==> src/rtl/cache_tb_pkg.sv <==
// rtl/cache_tb_pkg.sv - shared types and defaults for the cache-controller test system
//
// Purpose : sequencer state encoding, default widths, the program-entry
//           layout and a helper for deriving index widths.
// Ports   : none (package).
package cache_tb_pkg;

   localparam int ADDR_W_DEF       = 8;
   localparam int DATA_W_DEF       = 8;
   localparam int DEPTH_DEF        = 8;
   localparam int RESP_TIMEOUT_DEF = 64;

   typedef enum logic [1:0] {
      ST_IDLE,
      ST_ISSUE,
      ST_WAIT_RESP,
      ST_DONE
   } state_t;

   // Program entry at the default widths; the sequencer stores the same
   // {read, addr, wdata} layout flattened at its own parameter widths.
   typedef struct packed {
      logic                  read;
      logic [ADDR_W_DEF-1:0] addr;
      logic [DATA_W_DEF-1:0] wdata;
   } op_t;

   // Index width for a DEPTH-entry array, never narrower than one bit.
   function automatic int idx_width(input int depth);
      return (depth > 1) ? $clog2(depth) : 1;
   endfunction

endpackage

==> src/rtl/prog_ram.sv <==
// rtl/prog_ram.sv - program storage for the CPU stimulus sequencer
//
// Purpose : DEPTH-entry storage, synchronous write, combinational read.
// Ports   : clk   - clock
//           we    - write enable
//           waddr - write index
//           wdata - entry to store
//           raddr - read index
//           rdata - entry at raddr (combinational)
module prog_ram #(
   parameter int WIDTH = 17,
   parameter int DEPTH = 8,
   parameter int AW    = 3
) (
   input  logic             clk,
   input  logic             we,
   input  logic [AW-1:0]    waddr,
   input  logic [WIDTH-1:0] wdata,
   input  logic [AW-1:0]    raddr,
   output logic [WIDTH-1:0] rdata
);

   // No reset: emptiness is tracked by the sequencer's program count.
   logic [WIDTH-1:0] mem [DEPTH];

   always_ff @(posedge clk) begin
      if (we) begin
         mem[waddr] <= wdata;
      end
   end

   assign rdata = mem[raddr];

endmodule

==> src/rtl/cpu_stim_sequencer.sv <==
// rtl/cpu_stim_sequencer.sv - CPU-side stimulus engine for the cache controller
//
// Purpose : loads up to DEPTH read/write operations, replays them under a
//           valid/busy handshake, returns read data tagged with the op index,
//           flags load overflow and response timeouts, signals completion.
// Ports   : clk, rst                    - clock, synchronous active-high reset
//           load_valid/read/addr/wdata  - program entry load (IDLE only)
//           start, clear                - begin replay / empty program
//           bus_busy, cache_busy        - request back-pressure
//           req_valid/read/addr/wdata   - outgoing request
//           resp_valid, resp_rdata      - read response
//           rd_valid, rd_data, rd_idx   - captured read result (1-cycle pulse)
//           prog_count, busy, done      - status
//           load_err, timeout_err       - sticky error flags
module cpu_stim_sequencer
   import cache_tb_pkg::*;
#(
   parameter int ADDR_W       = ADDR_W_DEF,
   parameter int DATA_W       = DATA_W_DEF,
   parameter int DEPTH        = DEPTH_DEF,
   parameter int RESP_TIMEOUT = RESP_TIMEOUT_DEF,
   parameter int IDX_W        = idx_width(DEPTH),
   parameter int CNT_W        = $clog2(DEPTH + 1)
) (
   input  logic              clk,
   input  logic              rst,
   input  logic              load_valid,
   input  logic              load_read,
   input  logic [ADDR_W-1:0] load_addr,
   input  logic [DATA_W-1:0] load_wdata,
   input  logic              start,
   input  logic              clear,
   input  logic              bus_busy,
   input  logic              cache_busy,
   output logic              req_valid,
   output logic              req_read,
   output logic [ADDR_W-1:0] req_addr,
   output logic [DATA_W-1:0] req_wdata,
   input  logic              resp_valid,
   input  logic [DATA_W-1:0] resp_rdata,
   output logic              rd_valid,
   output logic [DATA_W-1:0] rd_data,
   output logic [IDX_W-1:0]  rd_idx,
   output logic [CNT_W-1:0]  prog_count,
   output logic              busy,
   output logic              done,
   output logic              load_err,
   output logic              timeout_err
);

   localparam int OP_W = 1 + ADDR_W + DATA_W;
   localparam int TO_W = $clog2(RESP_TIMEOUT + 1);
   localparam logic [TO_W-1:0] TO_LAST = TO_W'(RESP_TIMEOUT - 1);

   state_t            state;
   logic [IDX_W-1:0]  ptr;
   logic [TO_W-1:0]   tcnt;

   logic              load_ok;
   logic [CNT_W-1:0]  count_after;
   logic              is_last;
   logic              accept;
   logic [IDX_W-1:0]  fetch_idx;
   logic [OP_W-1:0]   load_word;
   logic [OP_W-1:0]   ram_rdata;
   logic [OP_W-1:0]   next_op;
   logic              next_read;
   logic [ADDR_W-1:0] next_addr;
   logic [DATA_W-1:0] next_wdata;

   assign load_ok     = load_valid && !clear && (state == ST_IDLE)
                        && (prog_count < CNT_W'(DEPTH));
   assign count_after = prog_count + CNT_W'(load_ok);
   assign is_last     = (CNT_W'(ptr) + CNT_W'(1)) == prog_count;
   assign accept      = req_valid && !bus_busy && !cache_busy;
   assign load_word   = {load_read, load_addr, load_wdata};

   // The entry to present next: entry 0 when leaving IDLE, else ptr+1.
   assign fetch_idx   = (state == ST_IDLE) ? '0 : ptr + IDX_W'(1);

   // Load and start together on an empty program: entry 0 is being written
   // this very edge, so forward it instead of reading stale storage.
   assign next_op     = (load_ok && (prog_count == '0)) ? load_word : ram_rdata;
   assign next_read   = next_op[OP_W-1];
   assign next_addr   = next_op[ADDR_W+DATA_W-1:DATA_W];
   assign next_wdata  = next_read ? '0 : next_op[DATA_W-1:0];

   prog_ram #(
      .WIDTH (OP_W),
      .DEPTH (DEPTH),
      .AW    (IDX_W)
   ) u_prog_ram (
      .clk   (clk),
      .we    (load_ok),
      .waddr (IDX_W'(prog_count)),
      .wdata (load_word),
      .raddr (fetch_idx),
      .rdata (ram_rdata)
   );

   always_ff @(posedge clk) begin
      if (rst) begin
         state       <= ST_IDLE;
         ptr         <= '0;
         tcnt        <= '0;
         req_valid   <= 1'b0;
         req_read    <= 1'b0;
         req_addr    <= '0;
         req_wdata   <= '0;
         rd_valid    <= 1'b0;
         rd_data     <= '0;
         rd_idx      <= '0;
         prog_count  <= '0;
         busy        <= 1'b0;
         done        <= 1'b0;
         load_err    <= 1'b0;
         timeout_err <= 1'b0;
      end else begin
         rd_valid <= 1'b0;
         case (state)
            ST_IDLE: begin
               if (clear) begin
                  prog_count  <= '0;
                  load_err    <= 1'b0;
                  timeout_err <= 1'b0;
               end else begin
                  if (load_ok) begin
                     prog_count <= count_after;
                  end else if (load_valid) begin
                     load_err <= 1'b1;
                  end
                  if (start) begin
                     busy <= 1'b1;
                     ptr  <= '0;
                     if (count_after != '0) begin
                        state     <= ST_ISSUE;
                        req_valid <= 1'b1;
                        req_read  <= next_read;
                        req_addr  <= next_addr;
                        req_wdata <= next_wdata;
                     end else begin
                        state <= ST_DONE;
                        done  <= 1'b1;
                     end
                  end
               end
            end

            ST_ISSUE: begin
               if (load_valid) begin
                  load_err <= 1'b1;
               end
               if (accept) begin
                  if (req_read || is_last) begin
                     req_valid <= 1'b0;
                     req_read  <= 1'b0;
                     req_addr  <= '0;
                     req_wdata <= '0;
                  end
                  if (req_read) begin
                     state <= ST_WAIT_RESP;
                     tcnt  <= '0;
                  end else if (is_last) begin
                     state <= ST_DONE;
                     done  <= 1'b1;
                  end else begin
                     ptr       <= ptr + IDX_W'(1);
                     req_read  <= next_read;
                     req_addr  <= next_addr;
                     req_wdata <= next_wdata;
                  end
               end
            end

            ST_WAIT_RESP: begin
               if (load_valid) begin
                  load_err <= 1'b1;
               end
               // A response arriving on the timeout cycle still counts.
               if (resp_valid || (tcnt == TO_LAST)) begin
                  if (resp_valid) begin
                     rd_valid <= 1'b1;
                     rd_data  <= resp_rdata;
                     rd_idx   <= ptr;
                  end else begin
                     timeout_err <= 1'b1;
                  end
                  if (is_last) begin
                     state <= ST_DONE;
                     done  <= 1'b1;
                  end else begin
                     state     <= ST_ISSUE;
                     ptr       <= ptr + IDX_W'(1);
                     req_valid <= 1'b1;
                     req_read  <= next_read;
                     req_addr  <= next_addr;
                     req_wdata <= next_wdata;
                  end
               end else begin
                  tcnt <= tcnt + TO_W'(1);
               end
            end

            ST_DONE: begin
               if (clear) begin
                  state       <= ST_IDLE;
                  ptr         <= '0;
                  tcnt        <= '0;
                  busy        <= 1'b0;
                  done        <= 1'b0;
                  prog_count  <= '0;
                  load_err    <= 1'b0;
                  timeout_err <= 1'b0;
               end else if (load_valid) begin
                  load_err <= 1'b1;
               end
            end

            default: state <= ST_IDLE;
         endcase
      end
   end

endmodule

==> config.mk <==
export PLATFORM = sky130hd
export DESIGN_NAME = cpu_stim_sequencer
export DESIGN_NICKNAME = d
export VERILOG_FILES = /design/src/rtl/cache_tb_pkg.sv /design/src/rtl/prog_ram.sv /design/src/rtl/cpu_stim_sequencer.sv
export SDC_FILE = /design/constraint.sdc
export NUM_CORES = 1
export LEC_CHECK = 0
export CORE_MARGIN = 4
export CORE_UTILIZATION = 52
export DETAILED_ROUTE_END_ITERATION = 8
export PLACE_DENSITY = 0.75
export SYNTH_ARGS = -nofsm -noshare
export SYNTH_HDL_FRONTEND = slang
export SYNTH_SLANG_ARGS = --single-unit
==> constraint.sdc <==
create_clock -name clk -period 2.75 [get_ports clk]
set_input_delay 0.55 -clock clk [delete_from_list [all_inputs] [get_ports clk]]
set_output_delay 0.55 -clock clk [all_outputs]
set_load 0.005 [all_outputs]
==> key figures, run 1 <==
GRT
  • Largest net degree at the start of global routing: 38
  • Vias in the first global route: 5628
  • Global-route wire length before repair: 30.19 mm
  • Congestion Overflow GR: 0
  • GRT Total Usage: 22.28%
  • Initial antenna violation count: 0

Status
  • Status: finished, final reports clean

Final layout
  • Final Core Density: 66.42%
  • Ant. Diodes: 0
  • Commonest non-fill, non-tap cell in the layout: edfxtp_1
  • Fin cells: 926
  • Fill count: 1033
  • Sequential cell area: 5089 um^2
  • Multi-input logic area: 2656 um^2
  • Layout cell share with drive strength beyond 1: 15.09%
  • Most frequent cells in the layout: edfxtp_1 (136), nand2_1 (111), clkdlybuf4s50_1 (70)
  • P&R area growth vs syn: 23.72%
  • Fin nets: 771

Synthesis
  • Post-Syn Area: 7891 um^2
  • Number of distinct library cells after synthesis: 57
  • Syn avg cell area: 12.39 um^2
  • Post-synth EDFFs: 136
  • Ys flop type: edfxtp_1
  • Mapped Nets: 679
  • Sequential-to-total area share from yosys stat: 64.44%
  • Ys Warns: 0
  • Synthesized instance count: 637
  • Synth async-reset ratio: 0%
  • #FFs+latches synth: 186

Pwr
  • Internal: 0.005934 W
  • Leakage: 3.260 nW
  • Design Power: 0.009041 W
  • Switch Pwr: 0.003107 W
  • Clock share of power: 27.5%
  • Switch share: 34.37%
  • Worst vdd ir: 0.6276 mV
  • Combinational Power Share: 35.6%
  • PwrDens: 926.1 nW/um^2
  • Sequential share of power: 36.9%

Detailed routing
  • WL per Instance: 20.40 um
  • DR DRC count: 0
  • Post-DRT Antenna Nets: 0
  • DRT iter0 DRCs: 554
  • Routed vias: 5564
  • Via-to-Cell Ratio: 6.009
  • First-pass iteration count of the detailed router: 5
  • Detailed Route WL: 18.89 mm

CTS
  • H-tree depth: 4
  • Worst-path clk slew: 70 ps
  • Worst skew pair latency: 430 ps
  • Hold_buf cts: 0
  • Num CTS Buffers: 17
  • Root buffer cell: clkbuf_16
  • CTS tree: built
  • Clock buffer depth: 2
  • Post-CTS Setup Inserts: 0
  • Clock sink count: 186

STA
  • Worst slew pin tran: 630.4 ps
  • Slew Viols, Final: 0
  • Final setup margin: 75.24 ps
  • Clock period minus worst slack: 2675 ps
  • Setup_tns: 0 ps
  • Part of the cycle the worst path needs: 97.26%
  • Clk_skew: 12.34 ps
  • RSZ-0062 raised after global routing: false
  • Final Hold Vio Count: 0
  • Fmax: 373.9 MHz
  • Final setup viols: 0
  • Rel. slew slack: 57.84%

Floorplan
  • CORE AREA: 14700 um^2
  • DIE WIDTH: 131.2 um
  • Die height: 131.2 um
  • Row Count: 44
  • Initial Util: 53.69%
  • I/O pin count: 71
  • Die area: 17210 um^2

Worst setup path
  • CP required: 3120 ps
  • Max Fanout on Critical Path: 8
  • Crit path launch: clear
  • RR Startpoint: state[1]
  • Worst Path Buf+Inv: 1
  • Worst Path Arrival: 3040 ps
  • CP endpoint kind: flip-flop
  • Critical-path cell list: clkdlybuf4s50_1 > and4bb_4 > ha_4 > ha_2 > nor2_1 > o211ai_1 > o2111ai_2 > a21o_1 > or4b_4 > o2bb2ai_2
  • CP max-delay cell: or4b_4
  • Worst path top cell family by delay: simple AND/OR/NAND/NOR gates
  • Kind of critical path: input port to flip-flop
  • Worst Setup Start Kind: input port
  • Slowest cell delay on critical path: 660 ps

Placed design
  • Post-DP HPWL: 11.37 mm
  • Dpl ws: -469.8 ps
  • GPL Wtd Cong: 0.8214
  • Inst Count DP: 895
  • PortBufs: 70

Job
  • Max_cap viols: 0

Worst hold path
  • Hold_sp: rd_data[6]
  • HP Class: flip-flop to flip-flop
[area by class of cell]
class / count / share of cell area [%]
clock buffers: 19 / 4.870
clock inverters: 13 / 1.474
inverters: 10 / 0.3845
multi-input cells: 400 / 27.21
flip-flops and latches: 186 / 52.12
well taps: 184 / 2.358
repair buffers: 114 / 11.59
[per-layer routing]
layer / part of all wire [%] / global-route usage [%]
met1: 42 / 28.60
met2: 49 / 37.41
met3: 7.3 / 6.384
met4: 1.5 / 6.184
met5: 0 / 0
[kinds of logic (layout without fill, tap and decap cells)]
kind of cell	Yosys count	after routing	synth area share [%]
AOI/OAI and AO/OA	135	135	12.46
adders and majority gates	9	9	1.427
xor gates and xnor gates	8	8	0.8879
muxes	24	24	4.344
DFF	186	186	64.44
and+or+nand+nor	224	224	13.78
buffers and inverters	51	156	2.664
[per-stage QoR]
stage / cell area [um^2] / hold WS [ps]
after floorplan: 7896 / 449.1
after global placement: 9101 / 440.5
after detailed placement: 9101 / 446.9
after CTS: 9758 / 457.3
after global routing: 9763 / 472.8
final: 9763 / 454.0
[registers in the layout, summed over array words and instances (netlist names), 2 cells and up]
signal          flops
u_prog_ram.mem    136
req_addr            8
prog_count          4
rd_data             8
rd_idx              3
state               2
ptr                 3
req_wdata           8
tcnt                7
[worst reg2reg max path: stages (launching register included)]
cell and delay (ps):
dfxtp_2 340, inv_1 70, ha_2 180, and4bb_4 210, ha_4 170, ha_2 320, nor2_1 40, o211ai_1 110
o2111ai_2 140, a21o_1 190, or4b_4 660, o2bb2ai_2 170
[timing repair]
action / 4_1_cts / 5_1_grt
gates cloned: 0 / 0
setup endpoints to repair: 8 / 14
pin swaps: 1 / 9
gates resized for setup: 7 / 4
[cell usage after synthesis, types with 3 or more instances]
cell	instances	area (um^2)
a21oi_1	42	210.2
ha_1	9	112.6
dfxtp_1	50	1001
a211oi_1	9	67.56
nor3_1	6	30.03
nor3b_1	8	60.06
nor2b_1	4	25.02
clkbuf_1	29	108.9
o21bai_1	3	22.52
a31o_1	7	61.31
inv_1	9	33.78
a31oi_1	10	62.56
o2bb2ai_1	16	140.1
o2bb2ai_2	8	120.1
mux2i_1	14	140.1
nand2b_1	10	62.56
nand3_1	29	145.1
nor2_1	23	86.33
and2_1	10	62.56
o21ai_0	9	45.04
xnor2_1	6	52.55
buf_2	6	30.03
a311oi_1	9	78.83
or3_1	5	31.28
nand2_1	111	416.7
nand3b_1	3	22.52
buf_1	4	15.01
o21ai_1	5	25.02
nor4b_1	3	26.28
edfxtp_1	136	4084
o211ai_1	4	30.03
mux4_2	8	180.2
[final timing paths]
kind | to | slack, ps | cells after the start
worst max register to register | req_wdata[2] | 90 | 11
worst min register to register | rd_data[6] | 450 | 2
worst max-delay path | req_wdata[2] | 80 | 10
worst min-delay path | rd_data[6] | 450 | 2
[power groups by stage]
stage	combinational [W]	clock, W	sequential (W)
after floorplan	0.00198	0	0.00337
after global placement	0.00301	0	0.00338
after detailed placement	0.00311	0	0.00338
after CTS	0.00319	0.00252	0.00333
after global routing	0.00350	0.00266	0.00335
final	0.00322	0.00248	0.00334
Note: power is estimated with default switching activity, not from simulation.
==> inputs of run 2 (changes only) <==
- CTS_CLUSTER_SIZE: not set -> 25
- SKIP_CTS_REPAIR_TIMING: not set -> 1
==> run 2 against run 1 <==
- sequential cell count stayed put
- non-clock buffer count is 3 higher
- cell count is 0.32% higher
- combinational power is 2% higher
- clock skew is 2.6 ps lower
- count of clock-buffer cells in the layout stayed put
- wire length hardly changed
- final area is 0.59% higher
- core utilization is 0.39 points higher
- first-iteration DRC count is 10% lower
- largest cell class unchanged
- total power is 0.64% higher
- global-route usage hardly changed
==> key figures, run 2 (synthesized netlist as in run 1, its figures left out) <==
Status
  • Status: finished, final reports clean

Floorplan
  • Die height: 131.2 um
  • Initial Util: 53.69%
  • CORE AREA: 14700 um^2
  • Die area: 17210 um^2
  • DIE WIDTH: 131.2 um
  • Row Count: 44
  • I/O pin count: 71

Detailed routing
  • Detailed Route WL: 18.90 mm
  • DR DRC count: 0
  • Via-to-Cell Ratio: 5.964
  • Routed vias: 5541
  • Post-DRT Antenna Nets: 0
  • DRT iter0 DRCs: 498
  • WL per Instance: 20.35 um
  • First-pass iteration count of the detailed router: 4

STA
  • Clock period minus worst slack: 2717 ps
  • Final setup margin: 32.66 ps
  • Slew Viols, Final: 0
  • Worst slew pin tran: 630.0 ps
  • Clk_skew: 9.742 ps
  • Part of the cycle the worst path needs: 98.81%
  • Setup_tns: 0 ps
  • Rel. slew slack: 57.87%
  • Final Hold Vio Count: 0
  • Final setup viols: 0
  • Fmax: 368.0 MHz

Final layout
  • Ant. Diodes: 0
  • Max reg flops: 136
  • Commonest non-fill, non-tap cell in the layout: edfxtp_1
  • Layout cell share with drive strength beyond 1: 15.57%
  • Fin nets: 774
  • Most frequent cells in the layout: edfxtp_1 (136), nand2_1 (111), clkdlybuf4s50_1 (69)
  • P&R area growth vs syn: 24.45%
  • Most flop-heavy register: u_prog_ram.mem
  • Final Core Density: 66.81%

CTS
  • Root buffer cell: clkbuf_16
  • H-tree depth: 4
  • Clock sink count: 186
  • Worst skew pair latency: 430 ps
  • Num CTS Buffers: 17
  • Clock buffer depth: 2
  • Worst-path clk slew: 70 ps
  • CTS tree: built

Worst setup path
  • Kind of critical path: input port to flip-flop
  • Reg2Reg Depth: 11
  • Max Fanout on Critical Path: 8
  • CP required: 3110 ps
  • Worst Setup Start Kind: input port
  • CP endpoint kind: flip-flop
  • Worst Path Arrival: 3080 ps

Pwr
  • Worst vdd ir: 0.6273 mV
  • Leakage: 3.292 nW
  • PwrDens: 926.6 nW/um^2
  • Design Power: 0.009100 W
  • Switch Pwr: 0.003121 W
  • Combinational Power Share: 36.0%
  • Internal: 0.005979 W
  • Sequential share of power: 36.7%
  • Switch share: 34.30%
  • Clock share of power: 27.3%

GRT
  • Largest net degree at the start of global routing: 38
  • Initial antenna violation count: 0
  • Global-route wire length before repair: 30.14 mm
  • GRT Total Usage: 22.25%
  • Congestion Overflow GR: 0
  • Vias in the first global route: 5612

Placed design
  • Post-DP HPWL: 11.37 mm
  • PortBufs: 70
  • GPL Wtd Cong: 0.8214
  • Dpl ws: -469.8 ps

Worst hold path
  • Hold Path Stages: 2
  • HP Class: flip-flop to flip-flop

Job
  • Max_cap viols: 0
[run 2: changes by cell type in the layout (fill, tap and decap cells not counted), sizes merged]
cell           before  now
buf                44   47
clkdlybuf4s50      70   69
dlymetal6s2s        0    1
[run 2: final cells by class]
class	count	area, um^2
sequential	186	5089
fill	1024	4878
multi-input combinational	400	2676
timing repair buffer	117	1169
clock buffer	19	475.5
tap	184	230.2
clock inverter	13	143.9
inverter	10	37.54
[run 2: per-stage QoR]
| stage | hold WS, ps | cell area [um^2] | cells |
|---|---|---|---|
| after detailed placement | 446.9 | 9101 | 895 |
| after global placement | 440.5 | 9101 | 895 |
| after global routing | 472.9 | 9821 | 929 |
| after floorplan | 449.1 | 7896 | 637 |
| after CTS | 457.3 | 9721 | 927 |
| final | 454.3 | 9821 | 929 |
[run 2: power by group through the flow]
stage                     Combinational, W  Clock [W]  Sequential, W
after floorplan                    0.00198          0        0.00337
after global placement             0.00301          0        0.00338
after detailed placement           0.00311          0        0.00338
after CTS                          0.00315    0.00252        0.00333
after global routing               0.00357    0.00267        0.00335
final                              0.00327    0.00249        0.00334
[run 2: metal layers]
layer	vias up	global-route usage (%)	share of wire [%]
li1	2570	-	-
met3	18	6.843	7.7
met1	2710	28.29	42
met2	243	37.30	49
met4	0	6.184	1.4
met5	-	0	0
[run 2: worst max-delay path: stages]
cell and delay, ps:
clkdlybuf4s50_1 480, and4bb_4 260, ha_4 160, a31oi_1 100, o211ai_1 290, o2111ai_2 180
a21o_1 190, or4b_4 560, buf_12 170, o2bb2ai_4 130
[run 2: worst paths after layout]
path | start | end | slack, ps
worst max-delay path | load_valid | req_wdata[4] | 30
worst min-delay path | rd_data[6] | rd_data[6] | 450
worst max register to register | state[1] | req_wdata[4] | 50
worst min register to register | rd_data[6] | rd_data[6] | 450
==> inputs of run 3 (changes only) <==
- SYNTH_HIERARCHICAL: not set -> 1
==> run 3 against run 2 <==
- sequential share of layout area increased by 0.82 points
- largest cell class unchanged
- die area is essentially flat
- critical path type is now flip-flop to flip-flop
- core utilization shrank 1.0 points
- largest power group unchanged
==> key figures, run 3 <==
Final layout
  • Ant. Diodes: 0
  • Multi-input logic area: 2604 um^2
  • Sequential cell area: 5090 um^2
  • P&R area growth vs syn: 22.51%
  • Max reg flops: 136
  • Layout cell share with drive strength beyond 1: 18.76%
  • Most frequent cells in the layout: edfxtp_1 (136), clkdlybuf4s50_1 (70), nand2_1 (49)
  • Most flop-heavy register: u_prog_ram/mem
  • Commonest non-fill, non-tap cell in the layout: edfxtp_1
  • Fin cells: 813
  • Fill count: 1019
  • Fin nets: 658

GRT
  • GRT Total Usage: 20.10%
  • Initial antenna violation count: 0
  • Global-route wire length before repair: 27.16 mm
  • Congestion Overflow GR: 0
  • Vias in the first global route: 4937
  • Largest net degree at the start of global routing: 28

Floorplan
  • DIE WIDTH: 131.2 um
  • Row Count: 44
  • Die area: 17210 um^2
  • Die height: 131.2 um
  • Initial Util: 53.69%
  • I/O pin count: 71
  • CORE AREA: 14700 um^2

Worst hold path
  • HP Class: flip-flop to flip-flop
  • Hold_sp: rd_idx[1]
  • Hold Path Stages: 2
  • Worst hold endpoint: rd_idx[1]

Synthesis
  • Post-synth EDFFs: 136
  • #FFs+latches synth: 186
  • Ys Warns: 6
  • Synth async-reset ratio: 0%
  • Syn avg cell area: 15.24 um^2
  • Mapped Nets: 560
  • Yosys top cell by area: edfxtp_1
  • Most instantiated cells after synthesis: edfxtp_1 (136), dfxtp_1 (50), nand2_1 (49)
  • Count leader, synth: edfxtp_1
  • Synthesized instance count: 518
  • Top cells by area, synth: edfxtp_1 (52%), dfxtp_1 (13%), mux4_1 (8.0%), mux2_2 (3.6%), mux4_2 (2.9%)
  • Post-Syn Area: 7893 um^2
  • Sequential-to-total area share from yosys stat: 64.43%
  • Ys flop type: edfxtp_1
  • Number of distinct library cells after synthesis: 61
  • Top-area cell type share of the netlist area: 51.74%

Detailed routing
  • DR DRC count: 0
  • WL per Instance: 21.05 um
  • Detailed Route WL: 17.11 mm
  • Routed vias: 4853
  • Post-DRT Antenna Nets: 0
  • DRT iter0 DRCs: 379
  • First-pass iteration count of the detailed router: 4
  • Via-to-Cell Ratio: 5.969

CTS
  • Clock sink count: 186
  • Num CTS Buffers: 17
  • Worst-path clk slew: 70 ps
  • Worst skew pair latency: 420 ps
  • Root buffer cell: clkbuf_16
  • H-tree depth: 4
  • Clock buffer depth: 2
  • CTS tree: built

Worst setup path
  • Most Frequent Cell on Critical Path: o211ai_1
  • Reg-to-reg slack, setup: 130 ps
  • Slowest cell delay on critical path: 380 ps
  • Worst Path Buf+Inv: 3
  • Kind of critical path: flip-flop to flip-flop
  • CP max-delay cell: dfxtp_2
  • Worst r2r dst: req_addr[1]
  • Worst Path Arrival: 2930 ps
  • CP endpoint kind: flip-flop
  • Worst Setup Start Kind: flip-flop
  • Crit path depth: 12
  • CP required: 3060 ps
  • Reg2Reg Depth: 12
  • Critical-path cell list: inv_2 > ha_4 > nand4bb_1 > inv_1 > ha_2 > ha_1 > xnor2_1 > o211ai_1 > o211ai_1 > or2_1 > buf_12 > o32ai_1
  • Worst path top cell family by delay: compound AO/OA/AOI/OAI gates
  • RR Startpoint: state[0]
  • Max Fanout on Critical Path: 18

STA
  • Worst slew pin tran: 664.3 ps
  • Fmax: 381.5 MHz
  • Final Hold Vio Count: 0
  • Final setup margin: 129.1 ps
  • Rel. slew slack: 54.57%
  • Setup_tns: 0 ps
  • Slew Viols, Final: 0
  • RSZ-0062 raised after global routing: false
  • Part of the cycle the worst path needs: 95.31%
  • Clock period minus worst slack: 2621 ps
  • Clk_skew: 6.359 ps
  • Final setup viols: 0

Placed design
  • PortBufs: 70
  • GPL Wtd Cong: 0.8288
  • Dpl ws: -214.4 ps
  • Inst Count DP: 781
  • Post-DP HPWL: 10.79 mm

Status
  • Status: finished, final reports clean

Pwr
  • Worst vdd ir: 0.4744 mV
  • PwrDens: 813.9 nW/um^2
  • Leakage: 3.256 nW

Job
  • Max_cap viols: 0
==> run 3: kinds of logic after synthesis <==
logic type / Yosys count / synth area share, %
AOI/OAI and AO/OA: 84 / 7.451
xor gates and xnor gates: 5 / 0.5550
adders and majority gates: 9 / 1.427
buffers and inverters: 52 / 3.028
DFF: 186 / 64.43
muxes: 71 / 15.98
and+or+nand+nor: 111 / 7.134
==> run 3: routing by layer <==
metal / GRT usage, % / vias to the layer above / share of wire [%]
met4: 6.126 / 0 / 1.3
met5: 0 / - / 0
li1: - / 2234 / -
met2: 32.63 / 162 / 49
met3: 3.937 / 17 / 5.9
met1: 27.89 / 2440 / 44
==> run 3: through the flow <==
stage	area, um^2	total power (W)	hold WS [ps]	util, %
2_1_floorplan	7893	0.004701	439.8	-
3_3_place_gp	9081	0.005503	442.2	61.78
3_5_place_dp	9081	0.005558	449.0	61.78
4_1_cts	9649	0.007877	457.8	65.65
5_1_grt	9669	0.008224	484.6	65.78
6_report	9669	0.007870	453.5	65.78
==> run 3: worst max-delay path by stage <==
stage / startpoint / endpoint / slack, ps
2_1_floorplan: state[0] / u_prog_ram/mem[0][0] / 70
5_1_grt: state[0] / req_addr[1] / 7
6_report: state[0] / req_addr[1] / 130
4_1_cts: state[0] / req_addr[1] / -160
3_3_place_gp: clear / req_addr[3] / -100
3_5_place_dp: clear / req_wdata[4] / -210
==> run 3: where the power goes <==
| group | switching (W) | total, W | internal [W] |
|---|---|---|---|
| logic | 0.00101 | 0.00223 | 0.00122 |
| registers | 0.000129 | 0.00332 | 0.00319 |
| clock network | 0.00106 | 0.00232 | 0.00126 |
==> run 3: worst register-to-register path, stage by stage (launching register included) <==
cell       delay (ps)
dfxtp_2           380
inv_2              80
ha_4              200
nand4bb_1         130
inv_1              80
ha_2              200
ha_1              210
xnor2_1           130
o211ai_1          140
o211ai_1          170
or2_1             290
buf_12            160
o32ai_1           340
==> run 3: area by class of cell <==
cell class                 count  share of cell area [%]
clock buffer                  17                   4.400
clock inverter                15                   1.475
inverter                      25                  0.9705
multi-input combinational    280                   26.93
sequential                   186                   52.64
tap                          184                   2.381
timing repair buffer         106                   11.21
